[src/rtl/sobol_share_sched.sv]
// ============================================================================
// Module   : sobol_share_sched
// Brief    : Round-robin sharing of one Sobol FP16 generator among NUM_REQ
//            consumers. Optional point counter under SOBOL_SHARE_CNT_EN.
// Revision : 1.0
// ============================================================================
`default_nettype none

module sobol_share_sched #(
    parameter int NUM_REQ = 4,
    parameter int GEN_LAT = 2,
    parameter int DISCARD = 1
) (
    input  logic               clk,
    input  logic               rst,
    input  logic               restart,
    input  logic [NUM_REQ-1:0] req,
    output logic [NUM_REQ-1:0] gnt,
    output logic               gen_clr,
    output logic               gen_start,
    input  logic [15:0]        gen_fp16,
    output logic [NUM_REQ-1:0] smp_vld,
    output logic [15:0]        smp_data,
    output logic               busy
`ifdef SOBOL_SHARE_CNT_EN
    ,
    output logic [31:0]        pt_idx,
    output logic               sat
`endif
);

    localparam int         c_ID_W      = (NUM_REQ > 1) ? $clog2(NUM_REQ) : 1;
    localparam int         c_TAIL      = GEN_LAT - 1;
    localparam logic [7:0] c_WAIT_LAST = 8'(GEN_LAT - 1);
    localparam logic [7:0] c_SKIP_LAST = 8'(DISCARD - 1);

    typedef enum logic [1:0] {
        S_CLR  = 2'd0,
        S_WAIT = 2'd1,
        S_SKIP = 2'd2,
        S_RUN  = 2'd3
    } state_t;

    state_t              r_state;
    state_t              w_state_nxt;
    logic [7:0]          r_cnt;
    logic [7:0]          w_cnt_nxt;
    logic [c_ID_W-1:0]   r_rr_ptr;

    logic [2*NUM_REQ-1:0] w_dbl;
    logic [NUM_REQ-1:0]   w_rot;
    logic                 w_found;
    logic [c_ID_W-1:0]    w_off;
    logic [c_ID_W:0]      w_sum;
    logic [c_ID_W-1:0]    w_win;
    logic [c_ID_W-1:0]    w_ptr_nxt;

    logic                 w_live;
    logic                 w_start;
    logic                 w_drop;
    logic                 w_clr;
    logic                 w_grant;

    logic [GEN_LAT-1:0]             r_tv;
    logic [GEN_LAT-1:0]             r_td;
    logic [GEN_LAT-1:0][c_ID_W-1:0] r_tid;
    logic                           w_tail_ok;
    logic [15:0]                    r_last;

    // Reset and restart both suppress every issue in the cycle they are seen.
    assign w_live = ~rst & ~restart;

    // Rotate the request vector so bit 0 is the current round-robin head.
    always_comb begin
        w_dbl   = {req, req};
        w_rot   = NUM_REQ'(w_dbl >> r_rr_ptr);
        w_found = 1'b0;
        w_off   = '0;
        for (int i = 0; i < NUM_REQ; i++) begin
            if (!w_found && w_rot[i]) begin
                w_found = 1'b1;
                w_off   = c_ID_W'(i);
            end
        end
        w_sum = {1'b0, r_rr_ptr} + {1'b0, w_off};
        if (w_sum >= (c_ID_W+1)'(NUM_REQ)) begin
            w_sum = w_sum - (c_ID_W+1)'(NUM_REQ);
        end
        w_win     = w_sum[c_ID_W-1:0];
        w_ptr_nxt = (w_win == c_ID_W'(NUM_REQ - 1)) ? '0 : w_win + c_ID_W'(1);
    end

    always_comb begin
        w_state_nxt = r_state;
        w_cnt_nxt   = r_cnt;
        w_start     = 1'b0;
        w_drop      = 1'b0;
        w_clr       = 1'b0;
        w_grant     = 1'b0;
        case (r_state)
            S_CLR: begin
                w_clr       = 1'b1;
                w_cnt_nxt   = '0;
                w_state_nxt = S_WAIT;
            end
            S_WAIT: begin
                if (r_cnt == c_WAIT_LAST) begin
                    w_cnt_nxt   = '0;
                    w_state_nxt = (DISCARD == 0) ? S_RUN : S_SKIP;
                end else begin
                    w_cnt_nxt = r_cnt + 8'd1;
                end
            end
            S_SKIP: begin
                w_start = 1'b1;
                w_drop  = 1'b1;
                if (r_cnt == c_SKIP_LAST) begin
                    w_cnt_nxt   = '0;
                    w_state_nxt = S_RUN;
                end else begin
                    w_cnt_nxt = r_cnt + 8'd1;
                end
            end
            S_RUN: begin
                w_grant = w_found;
                w_start = w_found;
            end
            default: w_state_nxt = S_CLR;
        endcase
        if (!w_live) begin
            w_state_nxt = S_CLR;
            w_cnt_nxt   = '0;
            w_start     = 1'b0;
            w_drop      = 1'b0;
            w_clr       = 1'b0;
            w_grant     = 1'b0;
        end
    end

    always_ff @(posedge clk) begin
        if (rst) begin
            r_state  <= S_CLR;
            r_cnt    <= '0;
            r_rr_ptr <= '0;
        end else begin
            r_state <= w_state_nxt;
            r_cnt   <= w_cnt_nxt;
            if (w_grant) begin
                r_rr_ptr <= w_ptr_nxt;
            end
        end
    end

    // Tag pipeline mirrors the generator latency: {valid, drop, id}.
    always_ff @(posedge clk) begin
        if (rst || restart) begin
            r_tv  <= '0;
            r_td  <= '0;
            r_tid <= '0;
        end else begin
            r_tv[0]  <= w_start;
            r_td[0]  <= w_drop;
            r_tid[0] <= w_win;
            for (int k = 1; k < GEN_LAT; k++) begin
                r_tv[k]  <= r_tv[k-1];
                r_td[k]  <= r_td[k-1];
                r_tid[k] <= r_tid[k-1];
            end
        end
    end

    assign w_tail_ok = r_tv[c_TAIL] & ~r_td[c_TAIL] & w_live;

    always_ff @(posedge clk) begin
        if (rst) begin
            r_last <= '0;
        end else if (w_tail_ok) begin
            r_last <= gen_fp16;
        end
    end

    assign gnt       = w_grant ? (NUM_REQ'(1) << w_win) : '0;
    assign gen_start = w_start;
    assign gen_clr   = w_clr;
    assign smp_vld   = w_tail_ok ? (NUM_REQ'(1) << r_tid[c_TAIL]) : '0;
    assign smp_data  = w_tail_ok ? gen_fp16 : r_last;
    assign busy      = ~rst & (r_state != S_RUN);

`ifdef SOBOL_SHARE_CNT_EN
    logic [31:0] r_pt;
    logic        r_sat;

    always_ff @(posedge clk) begin
        if (rst || (w_state_nxt == S_CLR)) begin
            r_pt  <= '0;
            r_sat <= 1'b0;
        end else if (w_start) begin
            r_pt <= r_pt + 32'd1;
            if (r_pt == 32'hFFFF_FFFF) begin
                r_sat <= 1'b1;
            end
        end
    end

    assign pt_idx = r_pt;
    assign sat    = r_sat;
`endif

endmodule

`default_nettype wire

[config.mk]
export PLATFORM = sky130hd
export DESIGN_NAME = sobol_share_sched
export DESIGN_NICKNAME = d
export VERILOG_FILES = /design/src/rtl/sobol_share_sched.sv
export SDC_FILE = /design/constraint.sdc
export NUM_CORES = 1
export LEC_CHECK = 0
export BUFFER_PORTS_ARGS = -buffer_cell sky130_fd_sc_hd__buf_2
export CAP_MARGIN = 20
export CORE_AREA = 2 2 64 66
export DETAILED_ROUTE_END_ITERATION = 10
export DIE_AREA = 0 0 66 68
export GPL_TIMING_DRIVEN = 0
export PLACE_DENSITY = 0.79
export SKIP_LAST_GASP = 1
export SLEW_MARGIN = 20
export SYNTH_ARGS = -nofsm -noshare
export SYNTH_HDL_FRONTEND = slang
export SYNTH_SLANG_ARGS = --single-unit
[constraint.sdc]
create_clock -name clk -period 3.2 [get_ports clk]
set_input_delay 0.32 -clock clk [delete_from_list [all_inputs] [get_ports clk]]
set_output_delay 0.32 -clock clk [all_outputs]
set_load 0.05 [all_outputs]
==> results of run 1 <==
==> where the power goes <==
group / switching (mW) / internal [mW]
Sequential: 0.00315 / 0.451
Clock: 0.147 / 0.175
Combinational: 0.0400 / 0.0268
Total: 0.190 / 0.653
==> area by class of cell <==
class / instances / area share
clock buffer: 8 / 0.0405
sequential: 36 / 0.324
inverter: 6 / 0.0101
timing repair buffer: 47 / 0.107
buffer: 10 / 0.0248
multi-input combinational: 139 / 0.465
tap: 50 / 0.0281
==> kinds of logic after synthesis <==
family / Yosys count
buf+inv: 16
simple gates: 84
mux: 18
xor+xnor: 8
fa+ha+maj: 12
flops: 36
compound gates: 17
==> cell usage after synthesis (2+ instances only) <==
cell type | instances | area share
a21oi_1 | 2 | 0.0055
and2_1 | 6 | 0.020
and3_1 | 5 | 0.017
buf_2 | 2 | 0.0055
buf_4 | 4 | 0.016
clkbuf_1 | 4 | 0.0082
dfxtp_1 | 36 | 0.39
ha_1 | 12 | 0.082
inv_1 | 6 | 0.012
mux2_1 | 17 | 0.10
nand2_1 | 12 | 0.025
nand2b_1 | 2 | 0.0068
nand3_1 | 3 | 0.0082
nand4b_1 | 2 | 0.0096
nor2_1 | 22 | 0.045
nor2b_1 | 19 | 0.065
nor3_1 | 2 | 0.0055
o2111ai_1 | 2 | 0.0096
o21ai_0 | 2 | 0.0055
o21ai_1 | 2 | 0.0055
xnor2_1 | 2 | 0.0096
xor2_1 | 6 | 0.029
==> per-stage QoR <==
stage | power, mW | instance area (µm²) | hold WS [ps] | setup WS [ps]
2_1_floorplan | 0.507 | 1830 | 389 | 369
3_3_place_gp | 0.531 | 2130 | 409 | 381
3_5_place_dp | 0.532 | 2130 | 410 | 391
4_1_cts | 0.853 | 2220 | 269 | 76.5
5_1_grt | 0.883 | 2220 | 269 | 2.89
6_report | 0.844 | 2220 | 268 | 102
==> worst paths after layout <==
path	end	startpoint	cells past startpoint
min	r_state[0]	restart	2
max reg2reg	r_rr_ptr[1]	r_rr_ptr[0]	9
min reg2reg	r_tid[3]	r_tid[1]	1
max	gnt[3]	r_rr_ptr[0]	10
==> sequential cells by signal, indices dropped and copies added, names as in the netlist <==
register and flops:
r_last 16, r_cnt 8, r_tid 4, r_rr_ptr 2
r_state 2, r_td 2, r_tv 2
==> placed cells by master, fill, tap and decap left out, drive strengths merged, types with 6 or more instances in the layout <==
| cell | instances |
|---|---|
| nand2 | 13 |
| and2 | 6 |
| xor2 | 6 |
| nor2 | 23 |
| dfxtp | 36 |
| nor2b | 19 |
| clkbuf | 12 |
| buf | 53 |
| inv | 6 |
| mux2 | 17 |
| ha | 12 |
==> worst reg2reg max path, cell delays in order (launching register included) <==
cell	delay [ps]
dfxtp_1	320
buf_4	170
or4_1	510
o2111ai_1	110
ha_1	190
xor2_1	80
or3_4	420
and2_1	170
ha_1	280
mux2_1	270
==> layer usage <==
layer	wire (µm)	part of all wire	vias up
li1	-	-	754
met5	0	0	-
met3	206	0.061	7
met2	1620	0.48	33
met4	58	0.017	0
met1	1480	0.44	655
==> timing repair <==
item,4_1_cts,5_1_grt
hold endpoints to repair,0,0
gates resized for setup,0,2
endpoints found under the setup margin,0,1
==> results.ini, run 1 <==
[critical_path]
rrSetupSlack_ps = 580
critPathBufInv = 2
crit_arrival_ps = 2780
cp_top_family = simple AND/OR/NAND/NOR gates
cp_max_fo = 10
worstPathRequired_ps = 2880
slowest_delay_ps = 510
worstSetupEndpointType = primary output
crit_slowest_cell = or4_1
critPathKind = reg2out
start_kind = flop
worstPathCellList = buf_4, or4_1, o2111ai_1, ha_1, xor2_1, or3_4, and2_1, ha_1, and3_1, buf_4

[drt]
vias = 1449
routed_wl_um = 3360
first_pass_iters = 4
via_per_inst = 4.90
drc_errors = 0
drt_iter0_drc = 58
postRouteAntennaNets = 0
detail_route.wl_per_cell_um = 11.4

[yosys]
synth_edf_count = 0
ys_ff_latch = 36
synth_xor_area_frac = 0.0382
yosysUniqueCellTypes = 43
ys_warn_count = 0
ys_seq_area_frac = 0.393
synthSimpleGateAreaFrac = 0.259
syn-num-nets = 226
synthMuxAreaShare = 0.110
synth_top_family_by_area = simple AND/OR/NAND/NOR gates
synthAdderAreaFrac = 0.0819
synth_compound_area_frac = 0.0758
synthCells = 191
syn_area_per_cell_um2 = 9.60
synthArstFlopShare = 0
synth_ff_type = dfxtp_1
syn_area_mm2 = 0.00183

[placement]
hpwlAfterDp_um = 2550
port_buffers = 47
dp.cells = 288
gp_congestion = 0.785

[power]
ir_worst_vdd_v = 0.000167
leakage_nw = 1.09
power_density_mw_per_mm2 = 380

[sta]
fmax_ghz = 0.323
worstMarginPinSlew_ps = 448
post-route-min-period_ps = 3100
hold_viol = 0
slew_viol_final = 0
slew_headroom = 0.701
fin_crit_sh = 0.968
finClkSkew_ps = 3.07
grt_setup_unrepaired = no
tns_ps = 0
setup_viol = 0

[global_route]
grt_antenna_before_repair = 0
grt_pass1_wl_um = 5430
grt_use_met3 = 0.0543
grt_pass1_vias = 1319
grt.overflow.total = 0
grtUsageMet1 = 0.167
grt_max_degree = 11
use_met2 = 0.298
grt.total_usage = 0.161
top_usage_layer = met2

[finish]
multi_input_area_mm2 = 0.00103
nets = 280
drive_gt1_frac = 0.272
n_antenna_cell = 0
final_cell_count_no_fill = 296
post-route-util = 0.577
seq_area_um2 = 721
syn2layout_area_growth_pct = 21.3
num-fill-cells = 332

[clocking]
cts_sinks = 36
hold_buffers = 0
root_buffer = clkbuf_8
clk_latency_ps = 280
cts_buffer_depth = 2
postCtsSetupRepairBufs = 0
cts_tree = built
htree_levels = 2
cts_made_buffers = 5
path_clk_slew_ps = 70

[floorplanning]
chipWidth_um = 66
core_area_mm2 = 0.00386
start_util = 0.475
fp-row-count = 23
die_y_um = 68
ioPinCount = 50
dieArea_mm2 = 0.00449

[hold_path]
hold_class = in2reg

[run]
cap_viol_max_count = 0

[status]
outcome = finished clean

Note: power is estimated with default switching activity, not from simulation.
==> run 2: changes to the inputs <==
- CORE_AREA: 2 2 64 66 -> 2 2 71 60
- DIE_AREA: 0 0 66 68 -> 0 0 73 62
- PLACE_DENSITY: 0.79 -> 0.78
==> results.ini, run 2 (synthesized netlist as in run 1, its figures left out) <==
[floorplanning]
dieArea_mm2 = 0.00453  ; +0.85%
fp-row-count = 21  ; -8.7%
ioPinCount = 50  ; unchanged
chipWidth_um = 73  ; +11%
core_area_mm2 = 0.00392  ; +1.5%
start_util = 0.468  ; -0.00714
die_y_um = 62  ; -8.8%

[placement]
gp_congestion = 0.825  ; +5.0%
port_buffers = 47  ; unchanged
hpwlAfterDp_um = 2510  ; -1.7%

[critical_path]
worstSetupEndpointType = primary output
r2r-start = r_rr_ptr[0]
critPathKind = reg2out
regToRegEndpoint = r_rr_ptr[1]
start_kind = flop
rrSetupSlack_ps = 580  ; about the same
worstSetupStartpoint = r_rr_ptr[0]
rr_worst_depth = 9  ; unchanged
crit_arrival_ps = 2750  ; -30 ps
crit_end = gnt[3]
worstPathRequired_ps = 2880  ; about the same
cp_max_fo = 10  ; unchanged

[sta]
setup_viol = 0  ; unchanged
post-route-min-period_ps = 3070  ; -29.7 ps
worstMarginPinSlew_ps = 467  ; +19.1 ps
fin_crit_sh = 0.959  ; -0.00927
finClkSkew_ps = 2.46  ; -0.610 ps
fmax_ghz = 0.326  ; +0.97%
slew_headroom = 0.689  ; -0.0127
grt_setup_unrepaired = no
tns_ps = 0  ; unchanged
slew_viol_final = 0  ; unchanged
hold_viol = 0  ; unchanged

[drt]
postRouteAntennaNets = 0  ; unchanged
routed_wl_um = 3370  ; +0.12%
drt_iter0_drc = 71  ; +22%
via_per_inst = 5.05  ; +3.1%
drc_errors = 0  ; unchanged
first_pass_iters = 4  ; unchanged
detail_route.wl_per_cell_um = 11.5  ; +1.5%
vias = 1474  ; +1.7%

[global_route]
grt_pass1_vias = 1241  ; -5.9%
grt_pass1_wl_um = 5440  ; +0.13%
grt_max_degree = 13  ; +2
grt.overflow.total = 0  ; unchanged
grt.total_usage = 0.159  ; -0.00176
grt_antenna_before_repair = 0  ; unchanged

[finish]
regMostFlops = r_last
num-fill-cells = 347  ; +4.5%
final_cell_mix = 48 x buf_2, 36 x dfxtp_1, 22 x nor2_1
syn2layout_area_growth_pct = 22.9
nets = 280  ; unchanged
top_regs = r_last: 16 flops, r_cnt: 8 flops, r_tid: 4 flops
n_antenna_cell = 0  ; unchanged
layout_commonest_cell = buf_2
drive_gt1_frac = 0.289  ; +0.0163
largest_register_ffs = 16  ; unchanged

[hold_path]
hold_class = in2reg

[clocking]
cts_made_buffers = 5  ; unchanged
hold_buffers = 0  ; unchanged
path_clk_slew_ps = 70  ; about the same
cts_buffer_depth = 2  ; unchanged
postCtsSetupRepairBufs = 0  ; unchanged
root_buffer = clkbuf_8
htree_levels = 2  ; unchanged
cts_sinks = 36  ; unchanged
cts_resized = 0  ; unchanged
cts_tree = built
clk_latency_ps = 290  ; about the same

[power]
power_density_mw_per_mm2 = 407  ; +7.2%
ir_worst_vdd_v = 0.000168  ; +0.48%
leakage_nw = 1.10  ; +0.99%
finalPower_mw = 0.916  ; +8.6%

[status]
outcome = finished clean

[run]
cap_viol_max_count = 0  ; unchanged

run 2: area by class of cell:
class / instances / area [µm²] / area share
multi-input cells: 139 / 1040 / 0.463
flip-flops and latches: 36 / 721 / 0.320
repair buffers: 47 / 241 / 0.107
clock buffers: 5 / 68.8 / 0.0306
well taps: 46 / 57.6 / 0.0256
plain buffers: 10 / 55.1 / 0.0244
clock inverters: 3 / 42.5 / 0.0189
inverters: 6 / 22.5 / 0.0100
run 2: metrics by stage:
step / instance area [µm²] / hold WS [ps] / utilization / setup slack (ps) / cells
4_1_cts: 2240 / 262 / 0.571 / 70.3 / 292
3_5_place_dp: 2130 / 413 / 0.543 / 390 / 284
5_1_grt: 2250 / 264 / 0.575 / 11.0 / 292
6_report: 2250 / 273 / 0.575 / 131 / 292
3_3_place_gp: 2130 / 409 / 0.543 / 404 / 284
2_1_floorplan: 1830 / 389 / - / 369 / 191
run 2: how the worst min path moves through the flow:
stage	end	from	slack [ps]	depth (start not counted)
after floorplan	r_state[0]	restart	390	1
after global placement	r_td[1]	r_td[0]	410	1
after detailed placement	r_tv[1]	r_tv[0]	410	1
after CTS	r_state[0]	restart	260	2
after global routing	r_state[0]	restart	260	2
final	r_state[0]	restart	270	2
run 2: report_power, final:
group / switching (mW) / internal (mW)
sequential: 0.00352 / 0.451
combinational: 0.0417 / 0.0277
clock: 0.162 / 0.230
run 2: layer usage:
metal	share of wire	track usage	vias to the layer above	routed length (µm)
met3	0.067	0.0613	5	226
met5	0	0	-	0
met4	0.015	0.0688	0	51
met1	0.49	0.200	668	1640
met2	0.43	0.247	49	1450
li1	-	-	752	-
run 2: worst max-delay path: stages (launching register included):
cell	delay [ps]
dfxtp_1	310
buf_4	160
or4_1	530
o2111ai_2	100
ha_2	200
xor2_1	70
or3_4	400
and2_1	170
ha_1	200
and3_1	150
buf_6	150
==> run 3: changes to the inputs <==
==> constraint.sdc (replaced) <==
create_clock -name clk -period 3.2 [get_ports clk]
set_input_delay 0.48 -clock clk [delete_from_list [all_inputs] [get_ports clk]]
set_output_delay 0.48 -clock clk [all_outputs]
set_load 0.05 [all_outputs]
==> results.ini, run 3 (synthesized netlist as in run 1, its figures left out) <==
[finish]
regMostFlops = r_last
largest_register_ffs = 16  ; unchanged
syn2layout_area_growth_pct = 25.6
final_cell_mix = 47 x buf_2, 35 x dfxtp_1, 22 x nor2_1
layout_commonest_cell = buf_2
n_antenna_cell = 0  ; unchanged
nets = 282  ; +0.71%
top_regs = r_last: 16 flops, r_cnt: 8 flops, r_tid: 4 flops
drive_gt1_frac = 0.315  ; +0.0259
post-route-util = 0.588  ; +0.0128

[global_route]
use_met2 = 0.257  ; +0.0103
grt_max_degree = 13  ; unchanged
grt_pass1_wl_um = 5550  ; +2.0%
grt.overflow.total = 0  ; unchanged
top_usage_layer = met2
grt_antenna_before_repair = 0  ; unchanged
grt_use_met3 = 0.0613  ; unchanged
grt_pass1_vias = 1260  ; +1.5%
grtUsageMet1 = 0.202  ; +0.00198
grt.total_usage = 0.163  ; +0.00348

[power]
ir_worst_vdd_v = 0.000168  ; +0.12%
power_density_mw_per_mm2 = 399  ; -1.9%
leakage_nw = 1.11  ; +1.2%

[placement]
hpwlAfterDp_um = 2510  ; unchanged
port_buffers = 47  ; unchanged
gp_congestion = 0.825  ; unchanged

[floorplanning]
ioPinCount = 50  ; unchanged
fp-row-count = 21  ; unchanged
core_area_mm2 = 0.00392  ; unchanged
dieArea_mm2 = 0.00453  ; unchanged
die_y_um = 62  ; unchanged
start_util = 0.468  ; unchanged
chipWidth_um = 73  ; unchanged

[sta]
setup_viol = 0  ; unchanged
slew_viol_final = 0  ; unchanged
hold_viol = 0  ; unchanged
fmax_ghz = 0.322  ; -1.3%
tns_ps = 0  ; unchanged
slew_headroom = 0.683  ; -0.00552
worstMarginPinSlew_ps = 475  ; +8.28 ps
post-route-min-period_ps = 3110  ; +41.0 ps
finClkSkew_ps = 3.02  ; +0.561 ps
fin_crit_sh = 0.972  ; +0.0128

[clocking]
cts_made_buffers = 5  ; unchanged
cts_sinks = 36  ; unchanged
clk_latency_ps = 290  ; about the same
hold_buffers = 0  ; unchanged
path_clk_slew_ps = 70  ; about the same
root_buffer = clkbuf_8
cts_buffer_depth = 2  ; unchanged
htree_levels = 2  ; unchanged
cts_tree = built

[critical_path]
cp_top_family = simple AND/OR/NAND/NOR gates
crit_arrival_ps = 2630  ; -120 ps
critPathBufInv = 2  ; unchanged
r2r-start = r_rr_ptr[0]
critPathKind = reg2out
worstSetupEndpointType = primary output
crit_slowest_cell = or4_4
start_kind = flop
worstPathRequired_ps = 2720  ; -160 ps
worstSetupStartpoint = r_rr_ptr[0]
cp_max_fo = 8  ; -2
slowest_delay_ps = 470  ; -60 ps
worstPathCellList = buf_6, or4_4, o2111ai_2, ha_2, xor2_1, or3_4, and2_4, ha_4, and3_4, buf_8

[drt]
via_per_inst = 5.00  ; -0.88%
routed_wl_um = 3430  ; +1.9%
first_pass_iters = 4  ; unchanged
postRouteAntennaNets = 0  ; unchanged
drc_errors = 0  ; unchanged
vias = 1471  ; -0.20%
drt_iter0_drc = 73  ; +2.8%
detail_route.wl_per_cell_um = 11.7  ; +1.2%

[status]
outcome = finished clean

[run]
cap_viol_max_count = 0  ; unchanged

[hold_path]
min_from = r_tv[0]
hold_class = reg2reg

==> run 3: layout make-up <==
class | instances | area (µm²)
clock inverters | 3 | 42.5
plain buffers | 10 | 58.8
repair buffers | 49 | 263
multi-input cells | 139 | 1070
clock buffers | 5 | 68.8
inverters | 6 | 22.5
flip-flops and latches | 36 | 722
well taps | 46 | 57.6
fillers | 332 | 1610
==> run 3: worst paths after layout <==
check	slack, ps	to	cells past startpoint
worst max register to register	710	r_rr_ptr[1]	9
worst min register to register	430	r_tv[1]	1
worst max-delay path	90	gnt[3]	10
worst min-delay path	430	r_tv[1]	1
==> run 3: per-stage QoR <==
stage               power (mW)  hold slack (ps)  area, µm²  cells  setup slack, ps
CTS                      0.932              422       2270    292             26.4
detailed placement       0.533              413       2130    284             69.7
finish                   0.919              427       2300    294             90.3
floorplan                0.507              406       1830    191             48.6
global placement         0.531              409       2130    284             83.8
global route             0.962              424       2300    294            -2.34
==> run 3: per-layer routing <==
metal | vias to the layer above | share of wire
met5 | - | 0
met4 | 0 | 0.015
met3 | 5 | 0.061
met2 | 45 | 0.44
met1 | 662 | 0.49
li1 | 759 | -
==> run 3: where the power goes <==
| group | switching, mW | total [mW] | internal, mW | leakage [nW] |
|---|---|---|---|---|
| logic | 0.0429 | 0.0726 | 0.0297 | 0.768 |
| clock network | 0.162 | 0.392 | 0.230 | 0.0541 |
| registers | 0.00355 | 0.455 | 0.451 | 0.291 |
| total | 0.208 | 0.919 | 0.711 | 1.11 |
==> run 3: timing repair <==
action	CTS	global route
pin swaps	2	4
gates cloned	0	0
setup buffers	0	2
gates resized for setup	9	5
setup endpoints to repair	1	2
